<file path="src/rtl/addsub_pkg.sv">
// -----------------------------------------------------------------------------
// addsub_pkg
// Shared definitions for the nibble-serial add/subtract block:
//   NIBBLE_W   width of the shared add/sub cell
//   state_t    control FSM states (IDLE, RUN, DONE)
//   nib_count  number of nibble steps for a given operand width
//   idx_width  width of the nibble index register for a given operand width
// -----------------------------------------------------------------------------
package addsub_pkg;

    localparam int NIBBLE_W = 4;

    typedef enum logic [1:0] {
        IDLE = 2'd0,
        RUN  = 2'd1,
        DONE = 2'd2
    } state_t;

    function automatic int nib_count(input int width);
        return width / NIBBLE_W;
    endfunction

    // At least one bit so a single-nibble build still has a legal index.
    function automatic int idx_width(input int width);
        int n;
        n = width / NIBBLE_W;
        return (n > 1) ? $clog2(n) : 1;
    endfunction

endpackage

</file>
<file path="src/rtl/addsub_nibble_serial_if.sv">
// -----------------------------------------------------------------------------
// addsub_nibble_serial_if
// Operand/result bus of the nibble-serial add/subtract block.
//   Operand side : start_valid, start_ready, op_a, op_b, subtract, carry_in
//   Result side  : res_valid, res_ready, result, carry_out, overflow
//   zero         : present only when ADDSUB_NIBBLE_SERIAL_ZERO_FLAG_EN is defined
// Modports:
//   master : operand producer / result consumer
//   slave  : the arithmetic block
// -----------------------------------------------------------------------------
interface addsub_nibble_serial_if #(
    parameter int WIDTH = 16
);
    logic             start_valid;
    logic             start_ready;
    logic [WIDTH-1:0] op_a;
    logic [WIDTH-1:0] op_b;
    logic             subtract;
    logic             carry_in;
    logic             res_valid;
    logic             res_ready;
    logic [WIDTH-1:0] result;
    logic             carry_out;
    logic             overflow;
`ifdef ADDSUB_NIBBLE_SERIAL_ZERO_FLAG_EN
    logic             zero;
`endif

    modport master (
        output start_valid, op_a, op_b, subtract, carry_in, res_ready,
`ifdef ADDSUB_NIBBLE_SERIAL_ZERO_FLAG_EN
        input  zero,
`endif
        input  start_ready, res_valid, result, carry_out, overflow
    );

    modport slave (
        input  start_valid, op_a, op_b, subtract, carry_in, res_ready,
`ifdef ADDSUB_NIBBLE_SERIAL_ZERO_FLAG_EN
        output zero,
`endif
        output start_ready, res_valid, result, carry_out, overflow
    );

endinterface

</file>
<file path="src/rtl/addsub_nibble_cell.sv">
// -----------------------------------------------------------------------------
// addsub_nibble_cell
// Purely combinational 4-bit add/subtract cell: {o_cout, o_sum} = i_a + (i_b ^ {4{i_sub}}) + i_c
//   i_a, i_b : nibble operands
//   i_sub    : invert i_b (subtract)
//   i_c      : carry in
//   o_sum    : nibble sum
//   o_cout   : carry out
// -----------------------------------------------------------------------------
module addsub_nibble_cell
    import addsub_pkg::*;
(
    input  logic [NIBBLE_W-1:0] i_a,
    input  logic [NIBBLE_W-1:0] i_b,
    input  logic                i_sub,
    input  logic                i_c,
    output logic [NIBBLE_W-1:0] o_sum,
    output logic                o_cout
);

    logic [NIBBLE_W-1:0] w_b_eff;

    assign w_b_eff         = i_b ^ {NIBBLE_W{i_sub}};
    assign {o_cout, o_sum} = {1'b0, i_a} + {1'b0, w_b_eff} + {{NIBBLE_W{1'b0}}, i_c};

endmodule

</file>
<file path="src/rtl/addsub_nibble_serial.sv">
// -----------------------------------------------------------------------------
// addsub_nibble_serial
// Multi-cycle WIDTH-bit add/subtract built around one shared 4-bit cell.
// Operands are latched on accept, then one nibble per clock is processed,
// LSB nibble first, with the carry registered between steps. The result is
// held in DONE until the consumer takes it.
// Ports:
//   clk   : rising-edge clock
//   rst_n : asynchronous active-low reset
//   bus   : operand/result bus (slave modport), see addsub_nibble_serial_if
//   busy  : operation in progress (state != IDLE)
// Optional feature macro: ADDSUB_NIBBLE_SERIAL_ZERO_FLAG_EN adds bus.zero,
// a registered all-zero flag of the result, valid with res_valid.
// -----------------------------------------------------------------------------
module addsub_nibble_serial
    import addsub_pkg::*;
#(
    parameter int WIDTH = 16
) (
    input  logic                          clk,
    input  logic                          rst_n,
    addsub_nibble_serial_if.slave         bus,
    output logic                          busy
);

    localparam int                NIB  = nib_count(WIDTH);
    localparam int                IW   = idx_width(WIDTH);
    localparam logic [IW-1:0]     LAST = IW'(NIB - 1);

    state_t                r_state;
    state_t                w_state_nxt;
    logic                  w_start_ready;
    logic                  w_res_valid;
    logic                  w_busy;
    logic                  w_accept;
    logic                  w_last;

    // Operand latch (data only, no reset needed)
    logic [WIDTH-1:0]      r_a;
    logic [WIDTH-1:0]      r_b;
    logic                  r_sub;

    logic                  r_carry;
    logic [IW-1:0]         r_idx;
    logic [WIDTH-1:0]      r_result;
    logic                  r_cout;
    logic                  r_ovf;

    logic [NIBBLE_W-1:0]   w_a_nib;
    logic [NIBBLE_W-1:0]   w_b_nib;
    logic [NIBBLE_W-1:0]   w_sum;
    logic                  w_cout;
    logic                  w_ovf;

    // Nibble index scaled by 4 selects the active slice.
    assign w_a_nib = r_a[{r_idx, 2'b00} +: NIBBLE_W];
    assign w_b_nib = r_b[{r_idx, 2'b00} +: NIBBLE_W];

    addsub_nibble_cell u_cell (
        .i_a    (w_a_nib),
        .i_b    (w_b_nib),
        .i_sub  (r_sub),
        .i_c    (r_carry),
        .o_sum  (w_sum),
        .o_cout (w_cout)
    );

    // Signed overflow: both addends share a sign that the result's MSB does not.
    // Only meaningful on the last step, where w_sum[3] is the word MSB.
    assign w_ovf = (r_a[WIDTH-1] == (r_b[WIDTH-1] ^ r_sub)) &&
                   (w_sum[NIBBLE_W-1] != r_a[WIDTH-1]);

    assign w_accept = bus.start_valid && w_start_ready;
    assign w_last   = (r_idx == LAST);

    always_ff @(posedge clk or negedge rst_n) begin
        if (!rst_n) begin
            r_state <= IDLE;
        end else begin
            r_state <= w_state_nxt;
        end
    end

    always_comb begin
        w_state_nxt   = r_state;
        w_start_ready = 1'b0;
        w_res_valid   = 1'b0;
        w_busy        = 1'b1;
        unique case (r_state)
            IDLE: begin
                w_start_ready = 1'b1;
                w_busy        = 1'b0;
                if (bus.start_valid) begin
                    w_state_nxt = RUN;
                end
            end
            RUN: begin
                if (w_last) begin
                    w_state_nxt = DONE;
                end
            end
            DONE: begin
                w_res_valid = 1'b1;
                if (bus.res_ready) begin
                    w_state_nxt = IDLE;
                end
            end
            default: begin
                w_state_nxt = IDLE;
            end
        endcase
    end

    always_ff @(posedge clk) begin
        if (w_accept) begin
            r_a   <= bus.op_a;
            r_b   <= bus.op_b;
            r_sub <= bus.subtract;
        end
    end

    always_ff @(posedge clk or negedge rst_n) begin
        if (!rst_n) begin
            r_carry  <= 1'b0;
            r_idx    <= '0;
            r_result <= '0;
            r_cout   <= 1'b0;
            r_ovf    <= 1'b0;
        end else if (w_accept) begin
            r_carry <= bus.carry_in;
            r_idx   <= '0;
        end else if (r_state == RUN) begin
            r_result[{r_idx, 2'b00} +: NIBBLE_W] <= w_sum;
            r_carry                              <= w_cout;
            if (w_last) begin
                r_idx  <= '0;
                r_cout <= w_cout;
                r_ovf  <= w_ovf;
            end else begin
                r_idx <= r_idx + IW'(1);
            end
        end
    end

`ifdef ADDSUB_NIBBLE_SERIAL_ZERO_FLAG_EN
    logic r_zero;

    always_ff @(posedge clk or negedge rst_n) begin
        if (!rst_n) begin
            r_zero <= 1'b0;
        end else if (w_accept) begin
            r_zero <= 1'b1;
        end else if (r_state == RUN) begin
            r_zero <= r_zero && (w_sum == '0);
        end
    end

    assign bus.zero = r_zero;
`endif

    assign bus.start_ready = w_start_ready;
    assign bus.res_valid   = w_res_valid;
    assign bus.result      = r_result;
    assign bus.carry_out   = r_cout;
    assign bus.overflow    = r_ovf;
    assign busy            = w_busy;

endmodule

</file>
<file path="src/flat_wrapper.sv">
// flat-port wrapper written by rule: the top's interface ports become plain ports
module addsub_nibble_serial_flat import addsub_pkg::*;
#(
    parameter int WIDTH = 16
)
  (clk, rst_n, busy, bus_start_valid, bus_op_a, bus_op_b, bus_subtract, bus_carry_in, bus_res_ready, bus_start_ready, bus_res_valid, bus_result, bus_carry_out, bus_overflow);
  addsub_nibble_serial_if #(.WIDTH(WIDTH)) bus_i ();
  input  logic clk;
  input  logic rst_n;
  output logic busy;
  input wire logic [$bits(bus_i.start_valid)-1:0] bus_start_valid;
  input wire logic [$bits(bus_i.op_a)-1:0] bus_op_a;
  input wire logic [$bits(bus_i.op_b)-1:0] bus_op_b;
  input wire logic [$bits(bus_i.subtract)-1:0] bus_subtract;
  input wire logic [$bits(bus_i.carry_in)-1:0] bus_carry_in;
  input wire logic [$bits(bus_i.res_ready)-1:0] bus_res_ready;
  output wire logic [$bits(bus_i.start_ready)-1:0] bus_start_ready;
  output wire logic [$bits(bus_i.res_valid)-1:0] bus_res_valid;
  output wire logic [$bits(bus_i.result)-1:0] bus_result;
  output wire logic [$bits(bus_i.carry_out)-1:0] bus_carry_out;
  output wire logic [$bits(bus_i.overflow)-1:0] bus_overflow;
  assign bus_i.start_valid = bus_start_valid;
  assign bus_i.op_a = bus_op_a;
  assign bus_i.op_b = bus_op_b;
  assign bus_i.subtract = bus_subtract;
  assign bus_i.carry_in = bus_carry_in;
  assign bus_i.res_ready = bus_res_ready;
  assign bus_start_ready = bus_i.start_ready;
  assign bus_res_valid = bus_i.res_valid;
  assign bus_result = bus_i.result;
  assign bus_carry_out = bus_i.carry_out;
  assign bus_overflow = bus_i.overflow;
  addsub_nibble_serial #(.WIDTH(WIDTH)) u_core (.clk(clk), .rst_n(rst_n), .bus(bus_i), .busy(busy));
endmodule
</file>
<file path="config.mk">
export PLATFORM = sky130hd
export DESIGN_NAME = addsub_nibble_serial_flat
export DESIGN_NICKNAME = d
export VERILOG_FILES = /design/src/rtl/addsub_pkg.sv /design/src/rtl/addsub_nibble_serial_if.sv /design/src/rtl/addsub_nibble_cell.sv /design/src/rtl/addsub_nibble_serial.sv /design/src/flat_wrapper.sv
export SDC_FILE = /design/constraint.sdc
export NUM_CORES = 1
export LEC_CHECK = 0
export ABC_AREA = 1
export CORE_MARGIN = 10
export CORE_UTILIZATION = 40
export DETAILED_ROUTE_END_ITERATION = 8
export MAX_ROUTING_LAYER = met4
export PLACE_DENSITY_LB_ADDON = 0.12
export SLEW_MARGIN = 20
export SYNTH_ARGS = -nofsm -noshare
export SYNTH_HDL_FRONTEND = slang
export SYNTH_SLANG_ARGS = --single-unit
</file>
<file path="constraint.sdc">
create_clock -name clk -period 2.6 [get_ports clk]
set_clock_uncertainty 0.2 [all_clocks]
set_input_delay 0.52 -clock clk [delete_from_list [all_inputs] [get_ports clk]]
set_output_delay 0.52 -clock clk [all_outputs]
set_load 0.005 [all_outputs]
</file>
==> run summary, run 1 <==
Max Cap Viol -> 0
Hold path start -> u_core.bus.overflow
CP Class -> reg2reg
Mean Syn Cell Area -> 11.10 sq um
Drc violations -> 0
N_diodes -> 0
Actual slew at the worst max-slew pin -> 0.3412 ns
Part of the cycle the worst path needs -> 0.9277
Final hold vios -> 0
Worst skew pair latency -> 0.32 ns
I/O Buffers -> 58
CTS root buf -> clkbuf_8
Clock Sinks -> 56
Final worst setup slack -> 0.1880 ns
Die ar. -> 10120 sq um
Synth area leader -> edfxtp_1
P_leak -> 1.410 nW
Hold path cells -> 2
Horiz. Die Dim -> 100.6 um
Slew Limit Fails -> 0
Via density -> 4.895
Placed cells -> 372
Place WS -> 0.1099 ns
Worst R2R End -> u_core.bus.result[5]
Max_slew headroom -> 0.7725
CTS Buffer Depth -> 2
Post-route setup TNS -> 0 ns
Post-layout minimum cycle time -> 2.412 ns
# rows -> 29
Drt total wl -> 5.439 mm
Cell Area, Synth -> 2597 sq um
HP Class -> reg2reg
Critical Path AT -> 2.42 ns
Routed WL per cell -> 14.31 um
IO Count -> 59
Initial DRT Pass Iterations -> 4
Worst EP required -> 2.61 ns
GRT Util Overall -> 0.1155
Cells after synthesis -> 234
RR Startpoint -> u_core.r_idx[0]
Largest net degree at the start of global routing -> 26
Grt total ovfl -> 0
# H-tree levels -> 2
Post-Layout Cell Count -> 380
Setup crit start kind -> register
CTS tree -> done
Number of endpoints failing setup at the final stage -> 0
Netlist cell types -> 32
Final #Nets -> 351
Final Instance Area -> 3420 sq um
Yosys top cell area share -> 0.3815
Peak VDD IR -> 0.0006127 V
Vias -> 1860
Most frequent cells in the layout -> clkdlybuf4s50_1 (58), nand2_1 (50), edfxtp_1 (33), o21ai_0 (22), dfrtp_1 (22)
Clock slew seen by the registers of the worst setup and hold paths -> 0.10 ns
Ys Warns -> 0
RePlAce Congestion -> 0.8652
Layout Utilization -> 0.5416
Syn_nets -> 283
Cell count of the worst reg-to-reg path -> 10
Max FO, Critical Path -> 9
Synth top area cells -> edfxtp_1 (38%), dfrtp_1 (22%), nand2_1 (7.2%)
Global-route wire length before repair -> 9.170 mm
Initial antenna violation count -> 0
Hold Path Sink -> u_core.bus.overflow
Num CTS Buffers -> 5
CP Capture Type -> register
Layout area overhead -> 31.65%
Power density over the cells -> 1192 nW/um^2
Hold Buf Count CTS -> 0
Fmax -> 0.4146 GHz
Total core area -> 6314 sq um
Placed inst area -> 3289 sq um
Register area share after synthesis -> 0.6031
DRT iter0 DRCs -> 66
WHS -> 0.2885 ns
Number of global-route vias before repair -> 1954
Yosys reg bits -> 56
Share of cells above drive strength 1 -> 0.1254
RSZ-0062 raised after global routing -> no
Post-DP HPWL -> 4.351 mm
Total Power -> 4.077 mW
Commonest non-fill, non-tap cell in the layout -> clkdlybuf4s50_1
Chip Height -> 100.6 um
Initial Util -> 0.4114
R2R setup slack -> 0.19 ns
Post-DRT Antenna Nets -> 0
Status -> completed
Yosys cell counts:
| library cell | n |
|---|---|
| a21oi_1 | 3 |
| a32o_1 | 1 |
| buf_12 | 1 |
| buf_2 | 2 |
| buf_4 | 1 |
| buf_6 | 1 |
| clkbuf_1 | 1 |
| clkinv_4 | 2 |
| dfrtp_1 | 23 |
| edfxtp_1 | 33 |
| fa_1 | 2 |
| ha_1 | 9 |
| inv_1 | 17 |
| inv_2 | 3 |
| nand2_1 | 50 |
| nand2_2 | 2 |
| nand2_4 | 2 |
| nand3_1 | 17 |
| nand4_1 | 2 |
| nand4_4 | 1 |
| nor2_1 | 10 |
| nor2_2 | 2 |
| nor2_4 | 2 |
| nor3_2 | 1 |
| o21ai_0 | 22 |
| o21ai_1 | 6 |
| o21ai_2 | 3 |
| o21bai_1 | 1 |
| o22ai_1 | 3 |
| o31ai_1 | 4 |
| xnor2_1 | 2 |
| xor2_1 | 5 |
report_power, final:
group	internal [mW]	total, mW	leakage (nW)	switching (mW)
clock network	0.286	0.573	0.0558	0.287
registers	1.20	1.31	0.613	0.108
logic	0.892	2.20	0.740	1.30
total	2.38	4.08	1.41	1.70
critical path: stages, from the launching register on:
cell	delay, ns
dfrtp_2	0.43
buf_4	0.17
nand2_1	0.06
nand3_1	0.07
nand2_1	0.08
xor2_2	0.15
fa_1	0.36
inv_1	0.10
fa_2	0.45
nand3_1	0.14
o21ai_1	0.08
cells by family (layout without fill, tap and decap cells):
family	after synthesis	after routing	synth area share
fa+ha+maj	11	11	0.05877
simple gates	89	89	0.1633
compound gates	43	43	0.09538
buf+inv	28	97	0.05588
flops	56	56	0.6031
xor+xnor	7	7	0.02360
how the worst max path moves through the flow:
stage                         start                    end  cells after the start
floorplan           u_core.r_idx[0]   u_core.bus.result[6]                     13
global route        u_core.r_idx[0]  u_core.bus.result[14]                     12
CTS                 u_core.r_idx[0]   u_core.bus.result[6]                     12
detailed placement  u_core.r_idx[0]   u_core.bus.result[6]                     12
global placement    u_core.r_idx[0]   u_core.bus.result[6]                     12
finish              u_core.r_idx[0]   u_core.bus.result[5]                     10
final cells by class:
| class | count | area (sq um) |
|---|---|---|
| inverter | 22 | 92.59 |
| fill | 591 | 2894 |
| clock buffer | 5 | 68.82 |
| multi-input combinational | 150 | 903.4 |
| timing repair buffer | 67 | 648.1 |
| sequential | 56 | 1568 |
| clock inverter | 3 | 42.54 |
| tap | 77 | 96.34 |
layer usage:
metal  up-vias  part of all wire  global-route usage
li1        930                 -                   -
met1       878              0.44              0.1304
met3        11             0.045             0.02949
met2        41              0.50              0.1941
met4         0             0.015             0.03913
met5         -                 0                   -
sequential cells by signal (all words and copies together) (netlist names):
signal                cells
u_core.r_idx              2
u_core.r_state            2
u_core.r_carry            1
u_core.bus.overflow       1
u_core.r_a               16
u_core.r_b               16
u_core.bus.result        16
u_core.bus.carry_out      1
u_core.r_sub              1
timing repair:
item,in CTS,in global routing
setup endpoints to repair,0,2
resized for setup,0,4
buffers inserted,0,0
No activity file was read; power rests on OpenSTA's default activity.
==> inputs of run 2 (changes only) <==
- CORE_MARGIN: 10 -> unset
- SKIP_CTS_REPAIR_TIMING: unset -> 1
==> run summary, run 2 (synthesis results as in run 1) <==
Cell-internal power -> 2.384 mW
Number of endpoints failing setup at the final stage -> 0
Vias -> 1837
Status -> completed
Max_slew headroom -> 0.7063
RR Startpoint -> u_core.r_idx[0]
R2R setup slack -> 0.19 ns
Commonest non-fill, non-tap cell in the layout -> clkdlybuf4s50_1
Fillers -> 545
CP Capture Type -> register
CTS root buf -> clkbuf_8
DRT iter0 DRCs -> 96
Worst EP required -> 2.62 ns
Slew Limit Fails -> 0
Initial Util -> 0.4261
Largest net degree at the start of global routing -> 31
Final worst setup slack -> 0.1876 ns
Post-route setup TNS -> 0 ns
Critical Path AT -> 2.43 ns
Cell count of the worst reg-to-reg path -> 10
CTS Buffer Depth -> 2
Power density over the cells -> 1193 nW/um^2
GRT Util Overall -> 0.1709
Chip Height -> 82.59 um
Hold Path Sink -> u_core.bus.overflow
Post-DRT Antenna Nets -> 0
Routed WL per cell -> 13.13 um
Num CTS Buffers -> 5
N_diodes -> 0
I/O Buffers -> 58
Global-route wire length before repair -> 8.245 mm
Max FO, Critical Path -> 9
Horiz. Die Dim -> 82.59 um
Drc violations -> 0
Clock share of power -> 0.137
Placed inst area -> 3284 sq um
Setup crit start kind -> register
Combinational Power Share -> 0.542
Part of the cycle the worst path needs -> 0.9278
RSZ-0062 raised after global routing -> no
Clock slew seen by the registers of the worst setup and hold paths -> 0.10 ns
Net Sw Frac -> 0.4148
Most frequent cells in the layout -> clkdlybuf4s50_1 (58), nand2_1 (50), edfxtp_1 (33), o21ai_0 (22), dfrtp_1 (22)
Final hold vios -> 0
Number of global-route vias before repair -> 1832
Final #Nets -> 351
Worst skew pair latency -> 0.31 ns
Fmax -> 0.4145 GHz
# H-tree levels -> 2
# rows -> 28
Crit-path cells -> buf_4, nand2_1, nand3_1, nand2_1, xor2_1, fa_1, inv_1, fa_2, inv_1, o31ai_1
Hold path start -> u_core.bus.overflow
Initial DRT Pass Iterations -> 4
Via density -> 4.860
P_leak -> 1.409 nW
Worst path max stage delay -> 0.55 ns
CP Class -> reg2reg
Final Instance Area -> 3416 sq um
Die ar. -> 6820 sq um
Share of cells above drive strength 1 -> 0.1221
Slowest CP cell -> fa_2
Actual slew at the worst max-slew pin -> 0.4401 ns
Post-layout minimum cycle time -> 2.412 ns
Hold path cells -> 2
Layout area overhead -> 31.50%
RePlAce Congestion -> 0.8376
Max Cap Viol -> 0
Power share of the sequential group -> 0.321
CTS tree -> done
IO Count -> 59
Peak VDD IR -> 0.0006564 V
Worst R2R End -> u_core.bus.result[9]
Initial antenna violation count -> 0
Grt total ovfl -> 0
Place WS -> 0.1314 ns
Total core area -> 6096 sq um
Net switching power -> 1.690 mW
HP Class -> reg2reg
Clock Sinks -> 56
Drt total wl -> 4.963 mm
Post-DP HPWL -> 3.740 mm
## run 2: area by class of cell
type | instances | area, sq um | area share
clock buffers | 6 | 72.57 | 0.02125
clock inverters | 2 | 35.03 | 0.01026
multi-input cells | 150 | 895.9 | 0.2623
repair buffers | 66 | 653.1 | 0.1912
flip-flops and latches | 56 | 1568 | 0.4590
inverters | 22 | 92.59 | 0.02711
well taps | 75 | 93.84 | 0.02747
repair inverters | 1 | 5.005 | 0.001465
## run 2: layer usage
metal  vias up  global-route usage  wire [um]
met1       854              0.2085       2271
li1        932                   -          -
met4         0             0.04138         42
met5         -                   -          0
met2        46              0.2802       2449
met3         5             0.04945        199
## run 2: how the worst max path moves through the flow
stage / from / to / slack, ns / depth (start not counted)
final: u_core.r_idx[0] / u_core.bus.result[9] / 0.19 / 10
after global routing: u_core.r_idx[0] / u_core.bus.result[9] / 0.02 / 10
after CTS: u_core.r_idx[0] / u_core.bus.result[6] / 0.09 / 12
after detailed placement: u_core.r_idx[0] / u_core.bus.result[6] / 0.13 / 12
after global placement: u_core.r_idx[0] / u_core.bus.result[6] / 0.21 / 12
after floorplan: u_core.r_idx[0] / u_core.bus.result[6] / 0.21 / 13
## run 2: critical path, delay by kind of cell (launching register included)
| kind | cells | cell delay [ns] |
|---|---|---|
| flops | 1 | 0.45 |
| xor+xnor | 1 | 0.19 |
| compound gates | 1 | 0.24 |
| fa+ha+maj | 2 | 0.74 |
| buf+inv | 3 | 0.30 |
| simple gates | 3 | 0.21 |
## run 2: power groups by stage
| stage | Sequential (mW) | Combinational, mW | Clock [mW] |
|---|---|---|---|
| detailed placement | 1.33 | 2.15 | 0 |
| global route | 1.33 | 2.52 | 0.625 |
| CTS | 1.31 | 2.16 | 0.578 |
| finish | 1.31 | 2.21 | 0.559 |
| floorplan | 1.31 | 1.50 | 0 |
| global placement | 1.33 | 2.11 | 0 |
## run 2: stage by stage
step           instances  hold WS, ns  power, mW    util
6_report             378       0.2870      4.074  0.5603
5_1_grt              378       0.3276      4.483  0.5603
4_1_cts              376       0.2958      4.044  0.5564
3_5_place_dp         368       0.2718      3.474  0.5388
3_3_place_gp         368       0.2712      3.439  0.5388
2_1_floorplan        234      0.02441      2.809       -
==> inputs of run 3 (changes only) <==
- CTS_CLUSTER_DIAMETER: unset -> 120
==> results of run 3 <==
No change in the layout: final DEF, timing and power equal those of run 2.
